==> config.mk <==
export PLATFORM = sky130hd
export DESIGN_NAME = matrix_addr_gen
export DESIGN_NICKNAME = d
export VERILOG_FILES = /design/src/rtl/matrix_addr_gen.sv
export SDC_FILE = /design/constraint.sdc
export NUM_CORES = 1
export LEC_CHECK = 0
export ABC_CLOCK_PERIOD_IN_PS = 6890
export CORE_ASPECT_RATIO = 0.75
export CORE_MARGIN = 2
export CORE_UTILIZATION = 58
export DETAILED_ROUTE_END_ITERATION = 12
export GPL_TIMING_DRIVEN = 0
export PLACE_DENSITY = 0.8
export SYNTH_ARGS = -nofsm -noshare
export SYNTH_HDL_FRONTEND = slang
export SYNTH_SLANG_ARGS = --single-unit
==> constraint.sdc <==
create_clock -name CLK -period 6.89 [get_ports CLK]
set_input_delay 1.7225 -clock CLK [delete_from_list [all_inputs] [get_ports CLK]]
set_output_delay 1.7225 -clock CLK [all_outputs]
set_load 0.02 [all_outputs]
==> src/rtl/matrix_addr_gen.sv <==
`default_nettype none
// ============================================================================
// Module   : matrix_addr_gen
// Purpose  : Walks a 2^R x 2^C tile from a base address in row- or column-major
//            order, emitting {a,row,col} as a valid/ready stream.
// Revision : 1.0 - initial release
// ============================================================================
module matrix_addr_gen #(
  parameter int MSB              = 11,
  parameter int MAT_IDX_SIZE_MSB = 3
) (
  input  logic                      CLK,
  input  logic                      RST,
  input  logic [MAT_IDX_SIZE_MSB:0] row_idx_size,
  input  logic [MAT_IDX_SIZE_MSB:0] col_idx_size,
  input  logic [MSB:0]              base,
  input  logic                      col_major,
  input  logic                      start,
  output logic                      busy,
  output logic                      out_valid,
  input  logic                      out_ready,
  output logic [MSB:0]              a,
  output logic [MSB:0]              row,
  output logic [MSB:0]              col,
  output logic                      last_inner,
  output logic                      last,
  output logic                      done
);

  localparam int            SW     = MAT_IDX_SIZE_MSB + 1;
  localparam int            W      = MSB + 1;
  localparam logic [MSB:0]  c_ALL1 = '1;
  localparam logic [MSB:0]  c_ONE  = {{MSB{1'b0}}, 1'b1};

  typedef enum logic {
    S_IDLE = 1'b0,
    S_RUN  = 1'b1
  } state_t;

  state_t          state_q, state_d;
  logic [SW-1:0]   rsz_q, rsz_d, csz_q, csz_d;
  logic [MSB:0]    base_q, base_d;
  logic            cm_q, cm_d;
  logic            busy_q, busy_d, valid_q, valid_d;
  logic [MSB:0]    row_q, row_d, col_q, col_d, a_q, a_d;
  logic            li_q, li_d, last_q, last_d, done_q, done_d;

  logic [MSB:0]    w_rmask, w_cmask, w_nrow, w_ncol;

  // Sizes wider than the bus cannot address more distinct indices.
  function automatic logic [SW-1:0] clamp_sz(input logic [SW-1:0] s);
    if (int'(s) > W) return SW'(W);
    else             return s;
  endfunction

  // Shifting past the bus width yields 0, so the mask saturates to all ones.
  assign w_rmask = ~(c_ALL1 << rsz_q);
  assign w_cmask = ~(c_ALL1 << csz_q);

  always_comb begin
    state_d = state_q;
    rsz_d   = rsz_q;
    csz_d   = csz_q;
    base_d  = base_q;
    cm_d    = cm_q;
    busy_d  = busy_q;
    valid_d = valid_q;
    row_d   = row_q;
    col_d   = col_q;
    a_d     = a_q;
    li_d    = li_q;
    last_d  = last_q;
    done_d  = 1'b0;
    w_nrow  = row_q;
    w_ncol  = col_q;

    case (state_q)
      S_IDLE: begin
        if (start) begin
          rsz_d   = clamp_sz(row_idx_size);
          csz_d   = clamp_sz(col_idx_size);
          base_d  = base;
          cm_d    = col_major;
          state_d = S_RUN;
          busy_d  = 1'b1;
          valid_d = 1'b1;
          row_d   = '0;
          col_d   = '0;
          a_d     = base;
          li_d    = col_major ? (rsz_d == '0) : (csz_d == '0);
          last_d  = (rsz_d == '0) && (csz_d == '0);
        end
      end
      S_RUN: begin
        if (out_ready) begin
          if (last_q) begin
            state_d = S_IDLE;
            busy_d  = 1'b0;
            valid_d = 1'b0;
            done_d  = 1'b1;
            li_d    = 1'b0;
            last_d  = 1'b0;
          end else begin
            if (!cm_q) begin
              if (col_q == w_cmask) begin
                w_ncol = '0;
                w_nrow = row_q + c_ONE;
              end else begin
                w_ncol = col_q + c_ONE;
              end
            end else begin
              if (row_q == w_rmask) begin
                w_nrow = '0;
                w_ncol = col_q + c_ONE;
              end else begin
                w_nrow = row_q + c_ONE;
              end
            end
            row_d  = w_nrow;
            col_d  = w_ncol;
            a_d    = base_q + (w_nrow << csz_q) + w_ncol;
            li_d   = cm_q ? (w_nrow == w_rmask) : (w_ncol == w_cmask);
            last_d = (w_nrow == w_rmask) && (w_ncol == w_cmask);
          end
        end
      end
      default: state_d = S_IDLE;
    endcase
  end

  always_ff @(posedge CLK) begin
    if (RST) begin
      state_q <= S_IDLE;
      rsz_q   <= '0;
      csz_q   <= '0;
      base_q  <= '0;
      cm_q    <= 1'b0;
      busy_q  <= 1'b0;
      valid_q <= 1'b0;
      row_q   <= '0;
      col_q   <= '0;
      a_q     <= '0;
      li_q    <= 1'b0;
      last_q  <= 1'b0;
      done_q  <= 1'b0;
    end else begin
      state_q <= state_d;
      rsz_q   <= rsz_d;
      csz_q   <= csz_d;
      base_q  <= base_d;
      cm_q    <= cm_d;
      busy_q  <= busy_d;
      valid_q <= valid_d;
      row_q   <= row_d;
      col_q   <= col_d;
      a_q     <= a_d;
      li_q    <= li_d;
      last_q  <= last_d;
      done_q  <= done_d;
    end
  end

  assign busy       = busy_q;
  assign out_valid  = valid_q;
  assign a          = a_q;
  assign row        = row_q;
  assign col        = col_q;
  assign last_inner = li_q;
  assign last       = last_q;
  assign done       = done_q;

endmodule
`default_nettype wire

# Yosys cells after proc, flatten, opt, wreduce, memory -nomap -nowiden
# Cells that the tools add are included.
# op_classes
addsub	4
n_lt_le_gt_ge	2
eq_ne	8
shifts	3
muxes	48
n_bitwise	4
n_reduce_logical	9
# ops
cell	n
two-way mux 12 bit	20
case mux 12 bit (2 select lines)	3
equality test 12 bit	4
adder 12 x 1 -> 12 bit (second input constant)	2
adder 12 bit	2
two-way mux 4 bit	6
inverter 12 bit	2
left shift 12 x 4 -> 12 bit (first input constant)	2
two-way mux 1 bit	15
left shift 12 x 4 -> 12 bit	1
> comparator 4 bit (second input constant)	2
logical NOT 4 bit	2
case mux 1 bit (2 select lines)	4
inequality test 2 bit (second input constant)	3
AND reduction 3 bit	2
AND reduction 2 bit	2
OR reduction 3 bit	1
logical AND 1 bit	2
inequality test 2 x 1 -> 1 bit (second input constant)	1
inverter 1 bit	2
# totals
regBits	62
output_inout_bits	41
elab_cells	90

# Longest topological paths before layout
# Gate-level depths: netlist of the first run.
# logic_depth
ltp_word	14
depth_mapped	28
depth_no_buf	26

# Least setup slack after synthesis of the first run
# Ideal clock, no wire load.
# synth_path
kind	reg-to-reg
start	reg col_q[8] (netlist: col[8])
end	reg a_q[11] (netlist: a[11])
setup_ns	0.143
t_arrival_ns	5.101
required_ns	6.747
slack_ns	1.646
path_stages_with_launch	25
synth_period_minus_slack_ns	5.244
cell_sequence	dfxtp_1 > or4_4 > o21ai_2 > o21bai_2 > a2111oi_0 > a22oi_2 > or3_1 > a21oi_1 > a21oi_1 > mux2i_1 > nor2_1 > a211oi_1 > fa_1 > ha_1 > inv_1 > o21bai_1 > a21o_1 > nand2_1 > a21oi_1 > a21o_1 > a21oi_1 > xnor2_1 > xnor2_1 > xnor2_1 > a31oi_1
# synth_via
elab_chain_cells	12
elab_cells_between_ends	19
classes_between	3 x add/sub; 1 x eq/ne; 1 x shift; 14 x mux
# synth_lines
item	line	text
from (decl)	45	logic [MSB:0] row_q, row_d, col_q, col_d, a_q, a_d;
from (signal assigned)	155	col_q <= col_d;
equality test 12 bit	105	if (col_q == w_cmask) begin
two-way mux 12 bit	105	
two-way mux 12 bit	104	if (!cm_q) begin
two-way mux 12 bit	96	if (last_q) begin
two-way mux 12 bit	95	if (out_ready) begin
two-way mux 12 bit	77	case (state_q)
left shift 12 x 4 -> 12 bit	121	a_d = base_q + (w_nrow << csz_q) + w_ncol;
adder 12 bit	121	
adder 12 bit (*)	121	
two-way mux 12 bit (*)	96	
two-way mux 12 bit (*)	95	
case mux 12 bit (2 select lines) (*)	77	
to (signal assigned)	142	a_q <= '0;
to (signal assigned)	156	a_q <= a_d;
to (decl)	45	
# Mark *: on every way between the ends. The rest lies on a longest branch, timed or not. The select of a mux whose other input is x is not followed.
# A chain may end at the register's enable or synchronous reset.

# Worst setup path in the final report of the first run
# layout_path
start	reg rsz_q[2]
end	reg a_q[11] (netlist: a[11])
# layout_via
elab_chain_cells	14
elab_cells_between_ends	19
classes_between	2 x add/sub; 1 x eq/ne; 2 x shift; 13 x mux; 1 x bitwise
# layout_lines
item	line	text
from (decl)	41	logic [SW-1:0] rsz_q, rsz_d, csz_q, csz_d;
from (signal assigned)	148	rsz_q <= rsz_d;
left shift 12 x 4 -> 12 bit (*)	57	assign w_rmask = ~(c_ALL1 << rsz_q);
inverter 12 bit (*)	57	
equality test 12 bit (*)	112	if (row_q == w_rmask) begin
two-way mux 12 bit	112	
two-way mux 12 bit	104	
two-way mux 12 bit	96	
two-way mux 12 bit	95	
two-way mux 12 bit	77	
left shift 12 x 4 -> 12 bit	121	
adder 12 bit	121	
adder 12 bit (*)	121	
two-way mux 12 bit (*)	96	
two-way mux 12 bit (*)	95	
case mux 12 bit (2 select lines) (*)	77	
# Marked as above.

==> results by group, run 1 <==
Floorplan
  – Initial Util: 0.604
  – IO Count: 66
  – Die W: 117 microns
  – Rows: 30
  – Die area: 10,300 sq um
  – Core ar.: 9160 sq um
  – Die height: 88.6 microns

Setup path
  – WP data required: 7.06 ns
  – WS Path Type: register to register
  – CP Capture Type: register
  – Startpoint types: register
  – Critical Path Max Stage Delay: 0.61 ns
  – Maximum net fanout on the critical path: 10
  – Crit-path slowest cell: a21oi_1
  – CP Buf/Inv Count: 4
  – Critical Path AT: 6.66 ns
  – CP top delay family: compound AO/OA/AOI/OAI gates

Cells and area
  – Filler cells: 742
  – Diodes inserted: 0
  – Final net count: 888
  – P&R area growth vs syn: 21.0%
  – Fraction of layout cells with a size suffix above 1: 0.0664
  – Seq. cell area: 1240 sq um
  – Area of the multi-input gates: 3910 sq um

STA
  – Setup violations, final: 0
  – Final WS setup: 0.406 ns
  – Final setup skew: 0.00713 ns
  – RSZ-0062 raised after global routing: false
  – Max Clk Rate: 0.154 GHz
  – Final Hold Vio Count: 0
  – Measured slew at the worst slew-check pin: 0.989 ns
  – Fin crit period: 6.48 ns
  – Crit share post-route: 0.941
  – Final slew viol count: 0
  – Slew headroom: 0.338
  – Setup TNS: 0 ns

Clocking
  – Worst-Skew Late Latency: 0.34 ns
  – CTS tree: built
  – H-tree depth reported by CTS: 3
  – Clk slew on worst S/H paths: 0.06 ns
  – TritonCTS Buffers: 9
  – Clk root buf: clkbuf_16
  – Sink Count: 62
  – Clock buffer depth: 2

Yosys
  – Sequential share of the synthesized area: 0.224
  – Syn_nets: 812
  – Post-Synthesis Cells: 763
  – Mux cell area share after synthesis: 0.0625
  – Synth Register Bits: 62
  – Post-synthesis simple-gate area fraction: 0.251
  – YS warnings: 0
  – Adder-Cell Fraction of Synth Area: 0.0724
  – Mapped cell area: 5530 sq um
  – Ys async rst share: 0
  – Mean post-synth cell area: 7.25 sq um
  – EDFF count, synth: 0
  – Largest family of logic cells by synthesized area: compound AO/OA/AOI/OAI gates
  – Compound-Gate Fraction of Synth Area: 0.267
  – Synth Flop Type: dfxtp_1
  – Synth Area in XOR/XNOR: 0.0523
  – Synth unique cells: 81

Placed design
  – Post-Place Worst Slack: 0.342 ns
  – Routability cong.: 1.04
  – DP HPWL: 15,100 microns
  – Port-buffer cells: 64

Routing
  – Via-to-Cell Ratio: 6.72
  – Drt total wl: 20,100 microns
  – ANT nets after route: 0
  – DRT Pass-1 Iters: 6
  – Initial DRC count: 891
  – Highest routed metal layer: met4
  – Met3 WL: 2740 microns
  – Vias: 6,534
  – Met2 wire len: 8470 microns
  – DR WL/cell: 20.7 microns
  – DRT met1 WL: 8230 microns
  – Detailed-route DRC error count: 0

Global route
  – First-pass GRT wire length: 31,500 microns
  – GRT Resource Usage Total: 0.399
  – Total grt overflow: 0
  – Initial antenna violation count: 0
  – Vias in the first global route: 5,995
  – Pin count of the biggest net entering global routing: 12

Power
  – Switch share: 0.315
  – Pint: 0.855 mW
  – Clk pwr share: 0.432
  – PD cells: 187 nW/um^2
  – VDD IR max: 161 uV
  – Static leakage: 2.53 nW
  – Net Sw Power: 0.394 mW
  – Seq pwr share: 0.309
  – Comb pwr share: 0.259

Run
  – Max Cap Viol: 0

Hold path
  – Worst min-delay path class: register to register

Outcome
  – Outcome: finished, final reports clean
## power groups by stage
stage                     logic (mW)  clock network, mW  registers [mW]
after floorplan                0.196                  0           0.402
after global placement         0.303                  0           0.392
after detailed placement       0.309                  0           0.393
after CTS                      0.312              0.538           0.385
after global routing           0.346              0.551           0.388
final                          0.324              0.539           0.386
## flip-flops by register name, summed over array words and instances (netlist names), 4 cells and up
name	cells
a	12
base_q	12
col	12
row	12
csz_q	4
rsz_q	4
## path summary, 6_finish.rpt
| path | from | to | slack (ns) | cells after the start |
|---|---|---|---|---|
| worst max-delay path | rsz_q[2]$_SDFFE_PP0P_ | a[11]$_SDFFE_PP0P_ | 0.41 | 27 |
| worst min-delay path | a[2]$_SDFFE_PP0P_ | a[2]$_SDFFE_PP0P_ | 0.46 | 2 |
| worst max register to register | rsz_q[2]$_SDFFE_PP0P_ | a[11]$_SDFFE_PP0P_ | 0.41 | 27 |
| worst min register to register | a[2]$_SDFFE_PP0P_ | a[2]$_SDFFE_PP0P_ | 0.46 | 2 |
## metal layers
metal	global-route usage	vias to the layer above
li1	-	2912
met1	0.547	3012
met2	0.597	527
met3	0.118	83
met4	0.144	0
met5	0	-
## final cells by class
type | count | area share
buffer | 61 | 0.0393
clock inverter | 6 | 0.0163
tap | 128 | 0.0239
clock buffer | 10 | 0.0357
multi-input combinational | 607 | 0.584
sequential | 62 | 0.186
timing repair buffer | 65 | 0.0965
inverter | 33 | 0.0185
## cell usage after synthesis, drive strengths merged, types with 3 or more instances
cell type   n  area (sq um)
a2111o      3          33.8
a2111oi     8          82.6
a211oi     18           135
a21o        4          30.0
a21oi      73           369
a22oi      10          80.1
a311oi      3          32.5
a31oi      15          93.8
and2        3          18.8
and3        6          37.5
buf        19           104
clkbuf     42           158
dfxtp      62          1240
fa         12           240
ha         12           150
inv        32           120
mux2i      30           300
nand2      93           349
nand2b      7          43.8
nand3      34           170
nand4       7          43.8
nor2       79           304
nor3       29           150
nor3b       3          22.5
nor4       10          62.6
o211ai      4          30.0
o21a        7          52.6
o21ai      25           140
o21bai      6          48.8
o22ai      11          75.1
o311ai      3          26.3
o31a        4          35.0
o31ai       4          30.0
or2         9          56.3
or3         9          56.3
or4         3          26.3
xnor2      22           193
xor2       11          96.3
## metrics by stage
step | util | std cells | hold WS [ns] | instance area [sq um] | power [mW]
floorplan | - | 763 | 0.436 | 5530 | 0.597
global placement | 0.691 | 955 | 0.445 | 6330 | 0.695
detailed placement | 0.692 | 956 | 0.453 | 6330 | 0.702
CTS | 0.730 | 972 | 0.461 | 6680 | 1.24
global route | 0.730 | 972 | 0.503 | 6690 | 1.28
finish | 0.730 | 972 | 0.458 | 6690 | 1.25
## worst reg2reg max path: stages, from the launching register on
cell and delay, ns:
dfxtp_1 0.31, buf_6 0.13, buf_2 0.18, o31a_1 0.33, nand3_1 0.11, o311ai_1 0.15, and2_1 0.23, a21oi_1 0.61
buf_2 0.35, nand2_1 0.08, o21ai_1 0.37, mux2i_1 0.23, mux2i_1 0.29, nor2_1 0.10, a211oi_1 0.38, fa_1 0.49
ha_1 0.32, inv_1 0.06, o21bai_1 0.23, a21o_1 0.16, nand2_1 0.08, a21oi_1 0.27, a21o_1 0.17, a21oi_1 0.08
xnor2_1 0.20, xnor2_1 0.15, xnor2_1 0.15, a31oi_1 0.12
## logic make-up after synthesis
kind of cell,Yosys count
flip-flops,62
adder cells (fa/ha/maj),25
XOR/XNOR,33
buffers and inverters,94
AO/OA/AOI/OAI,218
multiplexers,33
AND/OR/NAND/NOR,298
## what timing repair did
action,4_1_cts,5_1_grt
gates resized for setup,0,4
endpoints found under the setup margin,0,2
hold buffers,0,0
buffers inserted,0,0
## layout by cell type (no fill, tap or decap), types with 9 or more instances in the layout
| cell | n |
|---|---|
| ha_1 | 12 |
| o21ai_0 | 20 |
| a21oi_1 | 71 |
| clkdlybuf4s50_1 | 64 |
| o22ai_1 | 10 |
| clkbuf_1 | 42 |
| xor2_1 | 11 |
| a31oi_1 | 15 |
| a22oi_1 | 9 |
| or3_1 | 9 |
| clkbuf_16 | 9 |
| a211oi_1 | 18 |
| nand2_1 | 93 |
| nor3_1 | 28 |
| buf_2 | 9 |
| mux2i_1 | 30 |
| fa_1 | 12 |
| dfxtp_1 | 62 |
| nor2_1 | 78 |
| nor4_1 | 10 |
| nand3_1 | 34 |
| inv_1 | 30 |
| xnor2_1 | 22 |
No activity file was read; power rests on OpenSTA's default activity.
==> run 2: changes to the inputs <==
SKIP_CTS_REPAIR_TIMING = 1   (was default)
==> results of run 2 <==
Final layout, timing and power as in run 1 (identical DEF).
==> run 3: changes to the inputs <==
ABC_CLOCK_PERIOD_IN_PS = 7900   (was 6890)
CORE_UTILIZATION = 39   (was 58)
PLACE_DENSITY = 0.57   (was 0.8)
clock period = 7.9 ns   (was 6.89 ns; I/O delays follow)
==> run 3 against run 2 <==
- critical path depth down 2
- first-iteration DRC count is 29% lower
- utilization is 25 points lower
- sequential cell count unchanged
- fmax down 4.3%
- worst setup slack improved by 0.72 ns
- clock skew grew 0.00092 ns
- sequential power shrank 13%
- via count fell by 5.1%
- critical path type unchanged
- largest power group unchanged
==> results by group, run 3 (synthesis gave the netlist of run 1 again) <==
Clocking
  – Clock buffer depth: 2 (unchanged)
  – Clk slew on worst S/H paths: 0.06 ns (about the same)
  – H-tree depth reported by CTS: 3 (unchanged)
  – CTS tree: built
  – Clk root buf: clkbuf_16
  – TritonCTS Buffers: 9 (unchanged)
  – Sink Count: 62 (unchanged)
  – Worst-Skew Late Latency: 0.35 ns (about the same)

Power
  – PD cells: 154 nW/um^2 (-18%)
  – VDD IR max: 105 uV (-35%)
  – Seq pwr share: 0.327 (+0.018)
  – Switch share: 0.346 (+0.0303)
  – Clk pwr share: 0.399 (-0.033)
  – Static leakage: 2.49 nW (-1.5%)
  – Pint: 0.674 mW (-21%)
  – Comb pwr share: 0.274 (+0.015)
  – Net Sw Power: 0.356 mW (-9.6%)

Setup path
  – Critical Path AT: 7.03 ns (+0.37 ns)
  – CP Buf/Inv Count: 1 (-3)
  – Crit path top cell by count: a21oi_1
  – Critical Path Max Stage Delay: 0.89 ns (+0.28 ns)
  – CP top delay family: compound AO/OA/AOI/OAI gates
  – WS Path Type: register to register
  – CP Capture Type: register
  – Maximum net fanout on the critical path: 10 (unchanged)
  – Startpoint types: register
  – WP data required: 8.16 ns (+1.10 ns)
  – Crit-path slowest cell: o22ai_1

Routing
  – Initial DRC count: 629 (-29%)
  – Vias: 6,203 (-5.1%)
  – Drt total wl: 21,400 microns (+6.1%)
  – ANT nets after route: 0 (unchanged)
  – Detailed-route DRC error count: 0 (unchanged)
  – DRT Pass-1 Iters: 5 (-1)
  – DR WL/cell: 21.0 microns (+1.2%)
  – Via-to-Cell Ratio: 6.09 (-9.4%)

Global route
  – Vias in the first global route: 5,759 (-3.9%)
  – Total grt overflow: 0 (unchanged)
  – Initial antenna violation count: 0 (unchanged)
  – Pin count of the biggest net entering global routing: 13 (+1)
  – GRT Resource Usage Total: 0.288 (-0.110)
  – First-pass GRT wire length: 33,200 microns (+5.3%)

Placed design
  – DP HPWL: 16,500 microns (+9.5%)
  – Port-buffer cells: 64 (unchanged)
  – Dpl cell area: 6390 sq um (+0.93%)
  – Routability cong.: 1.01 (-3.2%)

STA
  – Crit share post-route: 0.858 (-0.0836)
  – Max Clk Rate: 0.148 GHz (-4.3%)
  – Setup TNS: 0 ns (unchanged)
  – RSZ-0062 raised after global routing: false
  – Fin crit period: 6.77 ns (+0.290 ns)
  – Final slew viol count: 0 (unchanged)
  – Measured slew at the worst slew-check pin: 1.24 ns (+0.250 ns)
  – Final Hold Vio Count: 0 (unchanged)
  – Slew headroom: 0.166 (-0.173)
  – Setup violations, final: 0 (unchanged)
  – Final setup skew: 0.00806 ns (+0.000924 ns)

Cells and area
  – Most frequent cells in the layout: nand2_1 (93), nor2_1 (78), a21oi_1 (72)
  – Most common cell after layout, fill and taps aside: nand2_1
  – Final net count: 888 (unchanged)
  – P&R area growth vs syn: 21.1% (about the same)
  – Diodes inserted: 0 (unchanged)
  – Fraction of layout cells with a size suffix above 1: 0.0640 (-0.00237)
  – Final Util: 0.485 (-0.245)
  – Design area: 6690 sq um (about the same)

Floorplan
  – Initial Util: 0.401 (-0.203)
  – IO Count: 66 (unchanged)
  – Core ar.: 13,800 sq um (+51%)
  – Die W: 141 microns (+21%)
  – Die area: 15,200 sq um (+47%)
  – Rows: 37 (+23%)
  – Die height: 107 microns (+21%)

Hold path
  – Worst min-delay path class: register to register

Run
  – Max Cap Viol: 0 (unchanged)

Outcome
  – Outcome: finished, final reports clean
==> run 3: final timing paths <==
kind	startpoint	endpoint	slack (ns)	cells past startpoint
min reg2reg	base_q[10]$_SDFFE_PP0P_	base_q[10]$_SDFFE_PP0P_	0.46	2
min	base_q[10]$_SDFFE_PP0P_	base_q[10]$_SDFFE_PP0P_	0.46	2
max reg2reg	csz_q[1]$_SDFFE_PP0P_	a[10]$_SDFFE_PP0P_	1.13	25
max	csz_q[1]$_SDFFE_PP0P_	a[10]$_SDFFE_PP0P_	1.13	25
==> run 3: layout make-up <==
| cell class | count | area, sq um |
|---|---|---|
| Fill cell | 1405 | 7100 |
| Clock inverter | 7 | 75.1 |
| Clock buffer | 9 | 225 |
| Buffer | 61 | 262 |
| Multi-Input combinational cell | 607 | 3900 |
| Tap cell | 175 | 219 |
| Sequential cell | 62 | 1240 |
| Timing Repair Buffer | 65 | 646 |
| Inverter | 33 | 124 |
==> run 3: through the flow <==
stage / total power [mW] / instances / hold WS (ns) / setup WS (ns)
finish: 1.03 / 1019 / 0.458 / 1.13
global placement: 0.616 / 1002 / 0.444 / 1.17
detailed placement: 0.619 / 1003 / 0.454 / 1.34
CTS: 1.03 / 1019 / 0.462 / 1.30
floorplan: 0.521 / 763 / 0.436 / 2.66
global route: 1.07 / 1019 / 0.483 / 0.569
==> run 3: per-layer routing <==
layer / track usage / up-vias / share of wire
li1: - / 2909 / -
met2: 0.391 / 282 / 0.39
met3: 0.0791 / 41 / 0.089
met4: 0.112 / 0 / 0.030
met5: 0 / - / 0
met1: 0.425 / 2971 / 0.49
==> run 3: worst min-delay path, delay by kind of cell, from the launching register on <==
kind             cells  cell delay, ns
AO/OA/AOI/OAI        1            0.05
AND/OR/NAND/NOR      1            0.05
flip-flops           1            0.31
==> run 3: power groups by stage <==
stage               Sequential [mW]  Clock [mW]  Combinational [mW]
detailed placement            0.343           0               0.276
global route                  0.338       0.429               0.306
CTS                           0.336       0.419               0.278
floorplan                     0.350           0               0.171
global placement              0.343           0               0.274
finish                        0.336       0.411               0.282
